File: src/rtl/pipe_ctrl_pkg.sv
// Shared encodings for the pipeline stall/flush sequencer.
package pipe_ctrl_pkg;

  localparam int unsigned StateW            = 2;
  localparam int unsigned MemTimeoutDefault = 255;
  localparam int unsigned WaitW             = 16;

  // Encoding 3 is never entered and decodes as StError.
  typedef enum logic [StateW-1:0] {
    StRun     = 2'd0,
    StMemWait = 2'd1,
    StError   = 2'd2
  } state_e;

endpackage

File: src/rtl/load_use_detect.sv
// Combinational load-use hazard compare between the load in EX and the sources of ID.
module load_use_detect (
  input  logic       mem_read_i,
  input  logic [4:0] rd_i,
  input  logic [4:0] rs1_i,
  input  logic [4:0] rs2_i,
  input  logic       use_r1_i,
  input  logic       use_r2_i,
  output logic       lu_o
);

  logic hit_r1;
  logic hit_r2;

  assign hit_r1 = use_r1_i && (rd_i == rs1_i);
  assign hit_r2 = use_r2_i && (rd_i == rs2_i);
  // x0 is hardwired to zero, so a load targeting it never creates a dependency.
  assign lu_o   = mem_read_i && (rd_i != 5'd0) && (hit_r1 || hit_r2);

endmodule

File: src/rtl/pipeline_hazard_ctrl.sv
// Stall/flush sequencer for the 5-stage pipeline: load-use, branch flush, data-memory waits.
// Build option PERF_CNT_EN adds saturating stall/flush performance counters.
module pipeline_hazard_ctrl
  import pipe_ctrl_pkg::*;
#(
  parameter int unsigned MEM_TIMEOUT = MemTimeoutDefault,
  parameter int unsigned CNT_W       = 32
) (
  input  logic             clk_i,
  input  logic             rst_i,
  input  logic             IDEX_MemRead_i,
  input  logic [4:0]       IDEX_RegisterRd_i,
  input  logic [4:0]       IFID_RegisterR1_i,
  input  logic [4:0]       IFID_RegisterR2_i,
  input  logic             IFID_UseR1_i,
  input  logic             IFID_UseR2_i,
  input  logic             Branch_taken_i,
  input  logic             mem_req_i,
  input  logic             mem_ack_i,
  output logic             PCWrite_o,
  output logic             IFID_Write_o,
  output logic             IFID_Flush_o,
  output logic             IDEX_Bubble_o,
  output logic             pipe_hold_o,
  output logic             MEMWB_Bubble_o,
  output logic             timeout_o,
  output logic [1:0]       state_o,
  output logic [CNT_W-1:0] stall_cnt_o,
  output logic [CNT_W-1:0] flush_cnt_o
);

  localparam logic [WaitW-1:0] TimeoutVal = WaitW'(MEM_TIMEOUT);

  state_e           state_q, state_d;
  logic [WaitW-1:0] wait_q, wait_d;
  logic             lu;
  logic             mem_stall;
  logic             in_error;

  load_use_detect u_load_use_detect (
    .mem_read_i (IDEX_MemRead_i),
    .rd_i       (IDEX_RegisterRd_i),
    .rs1_i      (IFID_RegisterR1_i),
    .rs2_i      (IFID_RegisterR2_i),
    .use_r1_i   (IFID_UseR1_i),
    .use_r2_i   (IFID_UseR2_i),
    .lu_o       (lu)
  );

  always_ff @(posedge clk_i or posedge rst_i) begin
    if (rst_i) begin
      state_q <= StRun;
      wait_q  <= '0;
    end else begin
      state_q <= state_d;
      wait_q  <= wait_d;
    end
  end

  always_comb begin
    state_d   = state_q;
    wait_d    = wait_q;
    mem_stall = 1'b0;
    in_error  = 1'b0;
    case (state_q)
      StRun: begin
        if (mem_req_i && !mem_ack_i) begin
          mem_stall = 1'b1;
          state_d   = StMemWait;
          wait_d    = WaitW'(1);
        end
      end
      StMemWait: begin
        // An ack completes the access this cycle, so the cycle behaves as RUN.
        if (mem_ack_i) begin
          state_d = StRun;
          wait_d  = '0;
        end else begin
          mem_stall = 1'b1;
          if (wait_q == TimeoutVal) begin
            state_d = StError;
          end else begin
            wait_d = wait_q + WaitW'(1);
          end
        end
      end
      default: begin
        mem_stall = 1'b1;
        in_error  = 1'b1;
        state_d   = StError;
      end
    endcase
  end

  always_comb begin
    PCWrite_o      = 1'b1;
    IFID_Write_o   = 1'b1;
    IFID_Flush_o   = 1'b0;
    IDEX_Bubble_o  = 1'b0;
    pipe_hold_o    = 1'b0;
    MEMWB_Bubble_o = 1'b0;
    timeout_o      = in_error;
    if (mem_stall) begin
      PCWrite_o      = 1'b0;
      IFID_Write_o   = 1'b0;
      pipe_hold_o    = 1'b1;
      MEMWB_Bubble_o = 1'b1;
    end else if (lu) begin
      // Load-use beats a taken branch; the branch is re-presented next cycle.
      PCWrite_o     = 1'b0;
      IFID_Write_o  = 1'b0;
      IDEX_Bubble_o = 1'b1;
    end else if (Branch_taken_i) begin
      IFID_Flush_o = 1'b1;
    end
    if (rst_i) begin
      PCWrite_o      = 1'b0;
      IFID_Write_o   = 1'b0;
      IFID_Flush_o   = 1'b1;
      IDEX_Bubble_o  = 1'b1;
      pipe_hold_o    = 1'b0;
      MEMWB_Bubble_o = 1'b1;
      timeout_o      = 1'b0;
    end
  end

  assign state_o = state_q;

`ifdef PERF_CNT_EN
  logic [CNT_W-1:0] stall_cnt_q;
  logic [CNT_W-1:0] flush_cnt_q;

  always_ff @(posedge clk_i or posedge rst_i) begin
    if (rst_i) begin
      stall_cnt_q <= '0;
      flush_cnt_q <= '0;
    end else begin
      if (!PCWrite_o && (stall_cnt_q != '1)) begin
        stall_cnt_q <= stall_cnt_q + CNT_W'(1);
      end
      if (IFID_Flush_o && (flush_cnt_q != '1)) begin
        flush_cnt_q <= flush_cnt_q + CNT_W'(1);
      end
    end
  end

  assign stall_cnt_o = stall_cnt_q;
  assign flush_cnt_o = flush_cnt_q;
`else
  assign stall_cnt_o = '0;
  assign flush_cnt_o = '0;
`endif

endmodule
File: config.mk
export PLATFORM = sky130hd
export DESIGN_NAME = pipeline_hazard_ctrl
export DESIGN_NICKNAME = d
export VERILOG_FILES = /design/src/rtl/pipe_ctrl_pkg.sv /design/src/rtl/load_use_detect.sv /design/src/rtl/pipeline_hazard_ctrl.sv
export SDC_FILE = /design/constraint.sdc
export NUM_CORES = 1
export LEC_CHECK = 0
export ABC_AREA = 1
export CAP_MARGIN = 30
export CORE_MARGIN = 5
export CORE_UTILIZATION = 40
export DETAILED_ROUTE_END_ITERATION = 8
export PLACE_DENSITY = 0.88
export SETUP_SLACK_MARGIN = 0.05
export SLEW_MARGIN = 15
export SYNTH_ARGS = -nofsm -noshare
export SYNTH_HDL_FRONTEND = slang
export SYNTH_SLANG_ARGS = --single-unit
File: constraint.sdc
create_clock -name clk_i -period 2.05 [get_ports clk_i]
set_input_delay 0.205 -clock clk_i [delete_from_list [all_inputs] [get_ports clk_i]]
set_output_delay 0.205 -clock clk_i [all_outputs]
set_load 0.02 [all_outputs]
==> impl_metrics.env, run 1 <==
export IMPL_drive_gt1_share_pct=13.4
export IMPL_vias=1789
export IMPL_grt_pass1_vias=1623
export IMPL_peakVddDrop_v=0.000172
export IMPL_clock_skew_ps=1.23
export IMPL_status="finished clean"
export IMPL_power_frac_seq_pct=40.9
export IMPL_combPwrFrac_pct=25.2
export IMPL_p_sw_uw=284
export IMPL_route_detailed_drc=0
export IMPL_max_freq_mhz=539
export IMPL_area_growth_pct=9.38
export IMPL_syn_area_um2=2000
export IMPL_powerDensity_nw_per_um2=397
export IMPL_fin_nets=362
export IMPL_ys_seq_elements=18
export IMPL_place_gp_congestion=0.895
export IMPL_wirelength_um=4370
export IMPL_cts_sinks=18
export IMPL_root_buffer="clkbuf_8"
export IMPL_hold_violations=0
export IMPL_grt_max_degree=23
export IMPL_wire_per_inst_um=10.8
export IMPL_start_kind="primary input"
export IMPL_worstSetupEndpointType="output pin"
export IMPL_rows=25
export IMPL_period_share_pct=90.4
export IMPL_regArea_um2=450
export IMPL_setup_ws_ps=196
export IMPL_hpwl_um=3530
export IMPL_start_util_pct=41.8
export IMPL_route_antenna_remaining_nets=0
export IMPL_dieArea_um2=6520
export IMPL_power_leakage_nw=1.09
export IMPL_initialDrtViolationCount=139
export IMPL_numCtsBuffers=3
export IMPL_antenna_found_initial=0
export IMPL_p_int_uw=584
export IMPL_multi_input_area_um2=1150
export IMPL_clk_latency_ps=250
export IMPL_drt_pre_antenna_iters=5
export IMPL_worst_ep_required_time_ps=1850
export IMPL_io_pins=96
export IMPL_clkPwrFrac_pct=33.9
export IMPL_tritoncts="done"
export IMPL_period_needed_ps=1850
export IMPL_antenna_cells=0
export IMPL_die_x_um=80.7
export IMPL_io_buffers=31
export IMPL_gr_total_overflow=0
export IMPL_viasPerCell=4.43
export IMPL_syn_avg_cell_area_um2=6.65
export IMPL_postCtsSetupBuffers=0
export IMPL_grt_setup_unrepaired="false"
export IMPL_setup_tns_ps=0
export IMPL_maxSlewViolCount=0
export IMPL_swShare_pct=32.8
export IMPL_clk_pin_slew_worst_paths_ps=70
export IMPL_grtUsageTotal_pct=13.2
export IMPL_cp_arrival_ps=1650
export IMPL_crit_path_max_fanout=4
export IMPL_synth_yosys_warnings=0
export IMPL_clock_path_buffers=2
export IMPL_grt_pass1_wl_um=6960
export IMPL_maxCapViolCount=0
export IMPL_min_path_type="in -> async"
export IMPL_fp_dieH_um=80.7
export IMPL_core_area_um2=4790
export IMPL_seq_area_frac_synth_pct=22.5
export IMPL_dp_slack_ps=-159
export IMPL_setup_viol=0
export IMPL_ys_types=26
export IMPL_syn_inst=301
export IMPL_htree_num_levels=1
export IMPL_fillers=507
export IMPL_critPathKind="in -> out"
## synth_stat cells
master,n,area [um2]
a21oi_1,3,15.0
and2_1,2,12.5
buf_12,1,20.0
buf_4,65,488
buf_6,1,11.3
clkbuf_1,1,3.75
clkinv_1,2,7.51
clkinv_2,1,5.00
conb_1,1,3.75
dfrtp_1,18,450
ha_1,1,12.5
inv_1,26,97.6
inv_2,2,7.51
nand2_1,82,308
nand2_2,6,37.5
nand2_4,1,11.3
nand3_1,21,105
nand3_4,1,17.5
nand4_1,15,93.8
nor2_1,27,101
nor2_2,1,6.26
nor2_4,2,22.5
o21ai_0,2,10.0
o21ai_2,12,105
o21bai_1,3,22.5
or2_2,4,25.0
## sequential cells by signal, summed over array words and instances (netlist names)
signal and cells:
wait_q 16, state_o 2
## power by group through the flow
stage | logic, mW | clock network, mW | registers [mW]
floorplan | 0.241 | 0 | 0.362
global placement | 0.214 | 0 | 0.362
detailed placement | 0.216 | 0 | 0.362
CTS | 0.214 | 0.298 | 0.355
global route | 0.238 | 0.313 | 0.355
finish | 0.219 | 0.294 | 0.355
## cell families (layout without fill, tap and decap cells)
group                    after synthesis  count (layout)  share of synthesized area, %
adder cells (fa/ha/maj)                1               1                         0.625
flip-flops                            18              18                          22.5
buffers and inverters                 99              72                          32.0
AND/OR/NAND/NOR                      162             162                          37.0
AO/OA/AOI/OAI                         20              20                          7.63
other                                  1              64                         0.187
## metal layers
layer	wire length [um]	vias up	global-route usage, %
met3	343	9	1.91
met1	1740	813	16.0
met2	2220	74	23.8
met5	0	-	0
met4	68	0	4.56
li1	-	893	-
## critical path, cell delays in order
cell and delay [ps]:
clkdlybuf4s50_1 480, clkinv_1 120, nand2_1 100, nand3_1 80
o21ai_2 100, nand2_1 100, buf_4 140, dlygate4sd2_1 310
## timing repair
| item | 4_1_cts | 5_1_grt |
|---|---|---|
| hold buffers | 0 | 0 |
| setup endpoints to repair | 6 | 4 |
| gates resized for setup | 6 | 9 |
| hold endpoints to repair | 0 | 0 |
| pin swaps | 0 | 0 |
## final timing paths
kind                                  endpoint        from  cells after the start  slack [ps]
worst max-delay path            MEMWB_Bubble_o   mem_ack_i                      8         200
worst min-delay path                state_o[0]       rst_i                      3         410
worst max register to register       wait_q[5]   wait_q[0]                      8         370
worst min register to register      wait_q[15]  wait_q[15]                      2         520
max in group asynchronous           wait_q[11]       rst_i                      3        1440
min in group clk_i                  wait_q[15]  wait_q[15]                      2         520
## stage by stage
step	cells	hold WS (ps)	utilization, %	total power [mW]	instance area, um2
6_report	404	414	45.7	0.868	2190
5_1_grt	404	477	45.7	0.905	2190
4_1_cts	404	425	46.0	0.867	2200
3_5_place_dp	400	505	45.0	0.578	2150
3_3_place_gp	400	490	45.0	0.576	2150
2_1_floorplan	364	169	-	0.602	2240
## final cells by class
type | count | share of cell area, %
well taps | 67 | 3.83
inverters | 31 | 5.37
clock buffers | 4 | 2.52
repair buffers | 37 | 15.2
multi-input cells | 247 | 52.5
flip-flops and latches | 18 | 20.6
## placed cells by master (no fill, tap or decap), types with 6 or more instances in the layout
| cell | netlist | layout |
|---|---|---|
| nand2_1 | 82 | 82 |
| conb_1 | 1 | 64 |
| nor2_1 | 27 | 26 |
| inv_1 | 26 | 26 |
| clkdlybuf4s50_1 | 0 | 25 |
| nand3_1 | 21 | 21 |
| dfrtp_1 | 18 | 18 |
| nand4_1 | 15 | 15 |
| o21ai_2 | 12 | 12 |
| nand2_2 | 6 | 6 |
| buf_4 | 65 | 6 |
No activity file was read; power rests on OpenSTA's default activity.
==> run 2, diff against run 1 <==
==> constraint.sdc (replaced) <==
create_clock -name clk_i -period 2.05 [get_ports clk_i]
set_input_delay 0.205 -clock clk_i [delete_from_list [all_inputs] [get_ports clk_i]]
set_output_delay 0.205 -clock clk_i [all_outputs]
set_load 0.005 [all_outputs]
==> run 2 against run 1 <==
Against the previous run: sequential power hardly changed; worst hold slack improved by 20 ps; clock-buffer cell count unchanged; final cell count increased by 0.50%; total power down 8.9%; design area is 2.0% higher; sequential cell count did not move; critical path depth down 2; combinational power shrank 36%; register-to-register slack about the same; non-clock buffer count grew 2; critical path type is now reg -> out; critical endpoint unchanged; highest routed layer unchanged.
==> impl_metrics.env, run 2 (synthesis results as in run 1) <==
export IMPL_finish_instance_area_um2=2230
export IMPL_dieArea_um2=6520
export IMPL_vias=1776
export IMPL_rows=25
export IMPL_status="finished clean"
export IMPL_layout_common_cells="80 x nand2_1, 64 x conb_1, 27 x nor2_1"
export IMPL_tritoncts="done"
export IMPL_maxCapViolCount=0
export IMPL_route_detailed_drc=0
export IMPL_critPathSlowestCell="clkdlybuf4s50_1"
export IMPL_drt_pre_antenna_iters=4
export IMPL_critPathKind="reg -> out"
export IMPL_drive_gt1_share_pct=13.6
export IMPL_numCtsBuffers=3
export IMPL_worst_ep_required_time_ps=1850
export IMPL_peakVddDrop_v=0.000184
export IMPL_antenna_cells=0
export IMPL_wirelength_um=4470
export IMPL_crit_path_max_fanout=4
export IMPL_core_area_um2=4790
export IMPL_power_leakage_nw=1.14
export IMPL_crit_path_frequent_cell="nand2_2"
export IMPL_maxSlewViolCount=0
export IMPL_area_growth_pct=11.6
export IMPL_io_pins=96
export IMPL_grt_setup_unrepaired="false"
export IMPL_io_buffers=31
export IMPL_cp_arrival_ps=1710
export IMPL_largest_reg_flops=16
export IMPL_fin_nets=364
export IMPL_crit_family="buffers and inverters"
export IMPL_powerDensity_nw_per_um2=354
export IMPL_crit_start="state_o[1]"
export IMPL_grt_max_degree=23
export IMPL_htree_num_levels=1
export IMPL_fp_dieH_um=80.7
export IMPL_place_gp_congestion=0.894
export IMPL_crit_buf_inv=3
export IMPL_grtUsageTotal_pct=13.5
export IMPL_layout_commonest_cell="nand2_1"
export IMPL_wire_per_inst_um=11.0
export IMPL_worstSetupEndpointType="output pin"
export IMPL_critPathMaxStageDelay_ps=430
export IMPL_clk_pin_slew_worst_paths_ps=70
export IMPL_route_antenna_remaining_nets=0
export IMPL_start_util_pct=41.8
export IMPL_max_freq_mhz=522
export IMPL_largest_register="wait_q"
export IMPL_viasPerCell=4.37
export IMPL_place_area_um2=2150
export IMPL_setup_ws_ps=133
export IMPL_grt_pass1_wl_um=7060
export IMPL_grt_pass1_vias=1608
export IMPL_initialDrtViolationCount=118
export IMPL_period_needed_ps=1920
export IMPL_cp_cell_sequence="inv_2 > nand2_2 > o21ai_2 > nand2_2 > buf_4 > clkdlybuf4s50_1"
export IMPL_start_kind="flop"
export IMPL_min_path_type="in -> reg"
export IMPL_antenna_found_initial=0
export IMPL_cts_sinks=18
export IMPL_hold_violations=0
export IMPL_cts_hold_buf=0
export IMPL_hold_start="mem_ack_i"
export IMPL_hpwl_um=3580
export IMPL_period_share_pct=93.5
export IMPL_fillers=488
export IMPL_clock_skew_ps=2.72
export IMPL_clk_latency_ps=260
export IMPL_die_x_um=80.7
export IMPL_dp_slack_ps=-67.8
export IMPL_root_buffer="clkbuf_8"
export IMPL_r2r_start="wait_q[0]"
export IMPL_gr_total_overflow=0
export IMPL_setup_viol=0
export IMPL_clock_path_buffers=2
-- run 2: cell count changes in the layout (fill, tap and decap cells not counted), sizes merged --
cell           before  now
clkbuf              8    4
buf                 6    8
dlygate4sd2         2    5
clkdlybuf4s50      25   24
dlymetal6s2s        0    2
-- run 2: cell type report --
type	instances	area, um2	area share, %
multi-input cells	247	1150	51.7
flip-flops and latches	18	450	20.2
repair buffers	39	369	16.5
inverters	31	119	5.33
well taps	67	83.8	3.76
clock buffers	4	55.1	2.47
-- run 2: worst paths after layout --
check,to,slack [ps],cells past startpoint
setup / recovery,MEMWB_Bubble_o,130,6
hold / removal,state_o[1],430,5
setup reg to reg,wait_q[5],380,8
hold reg to reg,wait_q[15],520,2
max in group asynchronous,wait_q[11],1400,3
min in group asynchronous,state_o[0],450,3
-- run 2: tightest hold or removal path: stages --
cell	delay (ps)
dlymetal6s2s_1	120
buf_4	120
nor2_1	50
nand3_4	90
nand2_1	60
-- run 2: power breakdown --
group,switching [mW],internal (mW)
Sequential,0,0.355
Clock,0.125,0.171
Combinational,0.0814,0.0587
-- run 2: stage by stage --
stage	hold WS [ps]	util, %	std cells	total power, mW	setup TNS, ps
floorplan	169	-	364	0.517	0
global placement	491	45.0	400	0.495	0
detailed placement	501	45.0	400	0.498	-173
CTS	448	46.2	404	0.791	0
global route	520	46.6	406	0.823	0
finish	434	46.6	406	0.791	0
-- run 2: layer usage --
metal | vias to the layer above | share of wire, % | GRT usage [%]
met5 | - | 0 | 0
met4 | 0 | 1.7 | 5.07
met3 | 9 | 7.0 | 1.91
met2 | 63 | 52 | 24.0
met1 | 807 | 39 | 16.3
li1 | 897 | - | -
-- run 2: repair_timing --
item,in CTS,in global routing
resized for setup,9,2
setup endpoints to repair,5,3
buffers inserted,0,2
pin swaps,1,1
==> edit, RTL diff (settings of run 2) <==
Set the parameter `CNT_W` to 16 (it was 32).
--- a/src/rtl/pipeline_hazard_ctrl.sv
+++ b/src/rtl/pipeline_hazard_ctrl.sv
@@ -4,7 +4,7 @@
   import pipe_ctrl_pkg::*;
 #(
   parameter int unsigned MEM_TIMEOUT = MemTimeoutDefault,
-  parameter int unsigned CNT_W       = 32
+  parameter int unsigned CNT_W       = 16
 ) (
   input  logic             clk_i,
   input  logic             rst_i,
Interface: changed (resized flush_cnt_o and stall_cnt_o); port bits go from 96 to 64. No check against the original RTL was run, so the function may have changed too.
==> edit against run 2 <==
- power decreased by 2.2%
- maximum frequency increased by 2.0%
- sequential cell count unchanged
- non-clock buffer count decreased by 3
- worst setup slack improved by 0.038 ns
- wire length decreased by 12%
- final area decreased by 7.6%
- area after synthesis decreased by 12%
==> edit: results (changes against run 2) <==
metric;value;unit;change
sequential fraction of the synthesis area;25.59;%;+3.1 points
P_seq;355;uW;about the same
Hold Startpoint;mem_ack_i;;
Post-Syn Area per Cell;6.544;um^2;-1.5%
final net count;329;;-9.6%
Net Switching;189.2;uW;-8.2%
HPWL Detailed;3.092;mm;-14%
CP arrival;1.67;ns;-0.04 ns
ClkCell Share;2.668;%;+0.20 points
Slowest Stage Delay on Critical Path;0.44;ns;
Crit Path Max Fanout;4;;unchanged
num sequential;18;;unchanged
Commonest cells post-synth;nand2_1, buf_4, nor2_1, inv_1, nand3_1;;
Area growth, synth to finish;17.20;%;
Layout non-clock buf frac;16.74;%;+0.20 points
Clock Tree Buf Depth;2;;unchanged
multi-input logic area;1028;um^2;-11%
GPL Wtd Cong;0.9211;;+3.1%
pin count of the biggest net entering global routing;23;;unchanged
hold slack;0.3658;ns;-0.06867 ns
bufs w/o clock;36;;-7.7%
worst slack, placed;-0.03962;ns;+0.02823 ns
dpl cell area;2007;um^2;-6.8%
worst skew pair latency;0.26;ns;about the same
outcome;finished clean;;
clock network power share;38.5;%;+1.1 points
via count;1676;;-5.6%
R2R cell count;8;;unchanged
cell leakage power;1.003;nW;-12%
first-pass GRT wire length;6.472;mm;-8.3%
Root Driver;clkbuf_8;;
Clock Buffer Count;4;;unchanged
initial antenna violation count;0;;unchanged
WHS Path Cells;4;;-1
vias in the first global route;1485;;-7.6%
DRT iter0 DRCs;90;;-24%
placed insts;352;;-12%
PostCTS Resize Cnt;6;;-3
fraction of final layout cells sized beyond drive strength 1;13.49;%;-0.082 points
pwr dens;374.6;nW/um^2;+5.8%
r2r endpoint;wait_q[5];;
Post-Route WL;3.924;mm;-12%
reg2reg start;wait_q[0];;
vias per cell;4.708;;+7.6%
1st-pass router iterations;5;;+1
multi-input gates;215;;-13%
Layout Skew;0.005284;ns;+0.002565 ns
FILL cells;427;;-13%
most area-consuming cells after synthesis;dfrtp_1, nand2_1, buf_4, nand3_1, o21ai_2;;
Tot GR Track Use;12.93;%;-0.55 points
H-Tree Depth;1;;unchanged
max reg flops;16;;unchanged
VDD IR max;255.0;uV;+39%
slowest CP cell;clkdlybuf4s50_1;;
Rows;24;;-4.0%
inverters;31;;unchanged
Async SR Flop Fraction;100.0;%;unchanged
Hold EP;state_o[1];;
## edit: routing by layer
metal  GRT usage [%]  vias up  share of wire [%]
li1                -      857                  -
met1           16.12      762                 43
met2           22.00       53                 49
met3           4.019        4                7.0
met4           2.448        0               0.46
met5               0        -                  0
## edit: logic make-up after synthesis
| group | share of synthesized area (%) |
|---|---|
| AO/OA/AOI/OAI | 8.671 |
| adder cells (fa/ha/maj) | 0.7106 |
| AND/OR/NAND/NOR | 42.08 |
| flip-flops | 25.59 |
| buffers and inverters | 22.74 |
| other | 0.2130 |
## edit: how the worst max path moves through the flow
stage               slack [ns]        from             end  depth (start not counted)
finish                    0.17  state_o[1]  MEMWB_Bubble_o                          6
global route              0.06  state_o[1]  MEMWB_Bubble_o                          6
CTS                       0.10   mem_ack_i  MEMWB_Bubble_o                          8
detailed placement       -0.04   mem_ack_i       PCWrite_o                          8
global placement        -0.008   mem_ack_i       PCWrite_o                          8
floorplan                 0.57  state_o[1]       PCWrite_o                          6
